File: src/rtl/pci_bus_arbiter.sv
// Central PCI bus arbiter: round-robin req#/gnt# grant logic with
// FRAME#/IRDY# transaction tracking and unused-grant timeout.
module pci_bus_arbiter #(
  parameter  int NUM_MASTERS = 3,
  parameter  int GNT_TIMEOUT = 16,
  localparam int OWNER_W     = $clog2(NUM_MASTERS)
) (
  input  logic                   clk,
  input  logic                   reset,
  input  logic [NUM_MASTERS-1:0] req_n,
  input  logic                   frame_n,
  input  logic                   irdy_n,
  output logic [NUM_MASTERS-1:0] gnt_n,
  output logic [OWNER_W-1:0]     owner,
  output logic                   bus_busy,
  output logic                   timeout
);

  localparam logic [1:0] S_IDLE  = 2'd0;
  localparam logic [1:0] S_GRANT = 2'd1;
  localparam logic [1:0] S_BUSY  = 2'd2;
  localparam logic [1:0] S_TURN  = 2'd3;

  localparam logic [7:0] CNT_LAST = 8'(GNT_TIMEOUT - 1);
  localparam logic [OWNER_W-1:0] OWNER_MAX = OWNER_W'(NUM_MASTERS - 1);

  logic [1:0]         state;
  logic [7:0]         cnt;
  logic               rr_valid;
  logic               any_req;
  logic [OWNER_W-1:0] winner;
  logic               frame_act;
  logic               irdy_act;
  logic               bus_idle;
  logic               own_req;
  logic [7:0]         cnt_inc;

  // undriven (z) lines read as deasserted thanks to the pull-ups
  assign frame_act = (frame_n == 1'b0);
  assign irdy_act  = (irdy_n == 1'b0);
  assign bus_idle  = !frame_act && !irdy_act;
  assign own_req   = (req_n[owner] == 1'b0);
  assign cnt_inc   = (cnt == 8'hFF) ? cnt : cnt + 8'd1;

  // search starts just past the last owner; straight from 0 after reset
  always_comb begin
    int start;
    int idx;
    any_req = 1'b0;
    winner  = '0;
    start   = 0;
    idx     = 0;
    if (rr_valid && owner != OWNER_MAX)
      start = int'(owner) + 1;
    for (int i = 0; i < NUM_MASTERS; i++) begin
      idx = start + i;
      if (idx >= NUM_MASTERS)
        idx = idx - NUM_MASTERS;
      if (!any_req && req_n[OWNER_W'(idx)] == 1'b0) begin
        any_req = 1'b1;
        winner  = OWNER_W'(idx);
      end
    end
  end

  always_ff @(posedge clk) begin
    if (reset) begin
      state    <= S_IDLE;
      gnt_n    <= '1;
      owner    <= '0;
      bus_busy <= 1'b0;
      timeout  <= 1'b0;
      cnt      <= '0;
      rr_valid <= 1'b0;
    end else begin
      timeout <= 1'b0;
      unique case (state)
        S_IDLE: begin
          gnt_n <= '1;
          if (frame_act) begin
            state    <= S_BUSY;
            bus_busy <= 1'b1;
          end else if (bus_idle && any_req) begin
            state    <= S_GRANT;
            owner    <= winner;
            gnt_n    <= ~(NUM_MASTERS'(1) << winner);
            cnt      <= '0;
            rr_valid <= 1'b1;
          end
        end
        S_GRANT: begin
          cnt <= cnt_inc;
          if (frame_act) begin
            state    <= S_BUSY;
            gnt_n    <= '1;
            bus_busy <= 1'b1;
          end else if (!own_req) begin
            state <= S_IDLE;
            gnt_n <= '1;
          end else if (cnt == CNT_LAST) begin
            state   <= S_IDLE;
            gnt_n   <= '1;
            timeout <= 1'b1;
          end
        end
        S_BUSY: begin
          gnt_n <= '1;
          if (bus_idle) begin
            state    <= S_TURN;
            bus_busy <= 1'b0;
          end
        end
        S_TURN: begin
          gnt_n <= '1;
          state <= S_IDLE;
        end
        default: begin
          state    <= S_IDLE;
          gnt_n    <= '1;
          bus_busy <= 1'b0;
        end
      endcase
    end
  end

endmodule

File: config.mk
export PLATFORM = sky130hd
export DESIGN_NAME = pci_bus_arbiter
export DESIGN_NICKNAME = d
export VERILOG_FILES = /design/src/rtl/pci_bus_arbiter.sv
export SDC_FILE = /design/constraint.sdc
export NUM_CORES = 1
export LEC_CHECK = 0
export CORE_ASPECT_RATIO = 1.4
export CORE_MARGIN = 1.5
export CORE_UTILIZATION = 50
export CTS_BUF_LIST = sky130_fd_sc_hd__clkbuf_8 sky130_fd_sc_hd__clkbuf_16
export CTS_CLUSTER_SIZE = 25
export DETAILED_ROUTE_END_ITERATION = 8
export GPL_ROUTABILITY_DRIVEN = 1
export MAX_ROUTING_LAYER = met4
export PLACE_DENSITY = 0.78
export SKIP_CTS_REPAIR_TIMING = 1
export SYNTH_ARGS = -nofsm -noshare
export SYNTH_HDL_FRONTEND = slang
export SYNTH_SLANG_ARGS = --single-unit
export TNS_END_PERCENT = 5
File: constraint.sdc
create_clock -name clk -period 4.47 [get_ports clk]
set_clock_uncertainty 0.1 [all_clocks]
set_input_delay 0.447 -clock clk [delete_from_list [all_inputs] [get_ports clk]]
set_output_delay 0.447 -clock clk [all_outputs]
set_load 0.02 [all_outputs]
==> flow_metrics.env, run 1 <==
export IMPL_vias_per_cell=6.15
export IMPL_yosysSeqAreaShare_pct=27.4
export IMPL_path_class="reg -> reg"
export IMPL_crit_arrival_ps=4130
export IMPL_clock_sinks=18
export IMPL_synth_cell_types=45
export IMPL_hold_depth=1
export IMPL_core_um2=2440
export IMPL_wl_um=3070
export IMPL_min_delay_start="gnt_n[2]"
export IMPL_postSynthAreaPerCell_um2=7.87
export IMPL_stdcell_count=213
export IMPL_die_height_um=63.7
export IMPL_wire_per_inst_um=14.4
export IMPL_grt_first_pass_wirelength_um=5350
export IMPL_vias=1309
export IMPL_die_area_um2=2950
export IMPL_n_antenna_cell=0
export IMPL_gp_congestion=0.937
export IMPL_drv_slew=0
export IMPL_ys_flop_type="dfxtp_1"
export IMPL_syn_inst=167
export IMPL_synthesis_nets=181
export IMPL_clock_root_buffer="clkbuf_8"
export IMPL_whs_ps=376
export IMPL_clkTransAtPathRegs_ps=70
export IMPL_rsz0062_at_grt="no"
export IMPL_dpl_hpwl_um=2460
export IMPL_grt_max_degree=15
export IMPL_async_flop_share_pct=0
export IMPL_r2r_start="owner[0]"
export IMPL_ioPinCount=14
export IMPL_final_layout_size_suffix_gt1_share_pct=6.15
export IMPL_mappedNetlistArea_um2=1320
export IMPL_required_ps=4550
export IMPL_hold_viol_final=0
export IMPL_min_to="gnt_n[2]"
export IMPL_finalSetupViolCount=0
export IMPL_cp_buffers_inverters=2
export IMPL_final_core_util_pct=61.9
export IMPL_yosys_warnings=0
export IMPL_overflow=0
export IMPL_grt_use_total_pct=24.5
export IMPL_grt_pass1_vias=1249
export IMPL_antenna_left=0
export IMPL_period_minus_slack_ps=4060
export IMPL_ys_ff_latch=18
export IMPL_crit_chain="inv_1 > ha_1 > or3b_1 > inv_2 > ha_1 > ha_1 > or3b_1 > o221ai_1 > o211a_1 > a211oi_1 > a311o_2 > or3b_1 > mux2i_1"
export IMPL_r2r_end="cnt[5]"
export IMPL_slew_headroom_pct=62.7
export IMPL_crit_path_max_incr_delay_ps=490
export IMPL_synth_top_cell_area_share_pct=27.4
export IMPL_std_cell_rows=21
export IMPL_numCtsBuffers=3
export IMPL_path_max_fanout=10
export IMPL_tritoncts="built"
export IMPL_finalPower_mw=0.410
export IMPL_power_static_leakage_nw=0.565
export IMPL_initial_utilization_pct=53.8
export IMPL_setup_tns_ps=0
export IMPL_power_density_nw_per_um2=271
export IMPL_first_iter_violations=42
export IMPL_critPathCaptureType="flop"
export IMPL_status="finished clean"
export IMPL_regToRegSetupSlack_ps=410
export IMPL_nets=194
export IMPL_antenna_found_initial=0
export IMPL_reg2reg_depth=13
export IMPL_cap_violations=0
export IMPL_dr_pass1_iters=4
export IMPL_synth_area_top_cells="dfxtp_1 (27%), ha_1 (6.7%), a21oi_1 (6.5%)"
export IMPL_htree_levels=1
export IMPL_fmax_mhz=247
export IMPL_placedCellCount=209
export IMPL_synth_edf_count=0
export IMPL_cp_top_family="compound AO/OA/AOI/OAI gates"
export IMPL_min_path_type="reg -> reg"
export IMPL_cts_buffer_depth=2
export IMPL_vdd_drop_max_v=0.000121
export IMPL_synth_area_leader_cell="dfxtp_1"
export IMPL_finalCritPeriodShare_pct=90.7
export IMPL_area_delta_synth_final_pct=15.0
export IMPL_startpoint_type="flop"
export IMPL_portBuffers=13
export IMPL_crit_path_top_delay_cell="a211oi_1"
export IMPL_drc=0
export IMPL_clock_latency_ps=250
export IMPL_worstMarginPinSlew_ps=557
export IMPL_die_w_um=46.3
==> cell usage in the layout, fill, tap and decap left out, types with 3 or more instances in the layout <==
cell type and n:
clkdlybuf4s50_1 13, clkbuf_8 4, nor2b_1 3, nor2_1 12, nand3_1 4, nand2b_1 8, nand3b_1 3, a211oi_1 4
or3b_1 3, or3_1 7, ha_1 7, inv_1 10, nand2_1 8, nor3_1 4, nor3b_1 3, nor4_1 3
o21ai_0 9, dfxtp_1 18, a21oi_1 17, and3_1 3, nand4_1 3, mux2i_1 3
==> cells in the mapped netlist, types with 3 or more instances <==
cell      number
nand3_1        4
a21oi_1       17
nor3_1         4
nor3b_1        3
nand2b_1       8
o21ai_0        9
nand4_1        3
nand2_1        8
nor2_1        12
nand3b_1       3
or3b_1         3
mux2i_1        3
and3_1         3
clkbuf_1       3
ha_1           7
a211oi_1       4
nor2b_1        4
inv_1         10
or3_1          7
dfxtp_1       18
nor4_1         3
==> sequential cells by signal, indices dropped and copies added (netlist names) <==
name / cells
bus_busy: 1
state: 2
timeout: 1
gnt_n: 3
owner: 2
cnt: 8
rr_valid: 1
==> cell families (layout without fill, tap and decap cells) <==
logic type	after synthesis	after routing	synth area share, %
AOI/OAI and AO/OA	53	53	27.5
muxes	3	3	2.28
buffers and inverters	16	28	5.71
adders and majority gates	7	7	6.66
and+or+nand+nor	69	69	29.8
DFF	18	18	27.4
xor gates and xnor gates	1	1	0.666
==> cell type report <==
cell class                      instances  area [µm²]
Clock buffer                            4        55.1
Fill cell                             221         931
Inverter                               11        41.3
Multi-Input combinational cell        133         883
Sequential cell                        18         360
Tap cell                               34        42.5
Timing Repair Buffer                   13         130
==> worst max path at each step <==
stage,cells past startpoint,slack [ps],endpoint,startpoint
floorplan,15,730,gnt_n[0],owner[0]
global placement,13,540,cnt[5],owner[0]
detailed placement,13,370,cnt[5],owner[0]
CTS,12,330,cnt[5],owner[0]
global route,13,140,cnt[5],owner[0]
finish,13,410,cnt[5],owner[0]
==> power by group <==
part / internal, mW / switching [mW] / total, mW
Clock: 0.0781 / 0.0502 / 0.128
Sequential: 0.166 / 0.00700 / 0.173
Combinational: 0.0455 / 0.0627 / 0.108
==> per-layer routing <==
metal	share of wire [%]	vias up	routed length (µm)	GRT usage [%]
met3	2.2	10	67	3.15
met1	40	624	1210	25.9
met2	55	26	1690	41.0
li1	-	649	-	-
met5	0	-	0	-
met4	3.3	0	102	14.6
==> metrics by stage <==
| step | worst slack (ps) | area (µm²) |
|---|---|---|
| global placement | 540 | 1450 |
| floorplan | 730 | 1320 |
| global route | 142 | 1510 |
| CTS | 334 | 1510 |
| finish | 413 | 1510 |
| detailed placement | 370 | 1450 |
(Power assumes the default switching activity.)
==> run 2, diff against run 1 <==
CTS_CLUSTER_SIZE = unset   (was 25)
==> results of run 2 <==
Same layout as run 1: the final DEF is identical, and so are final timing and power.
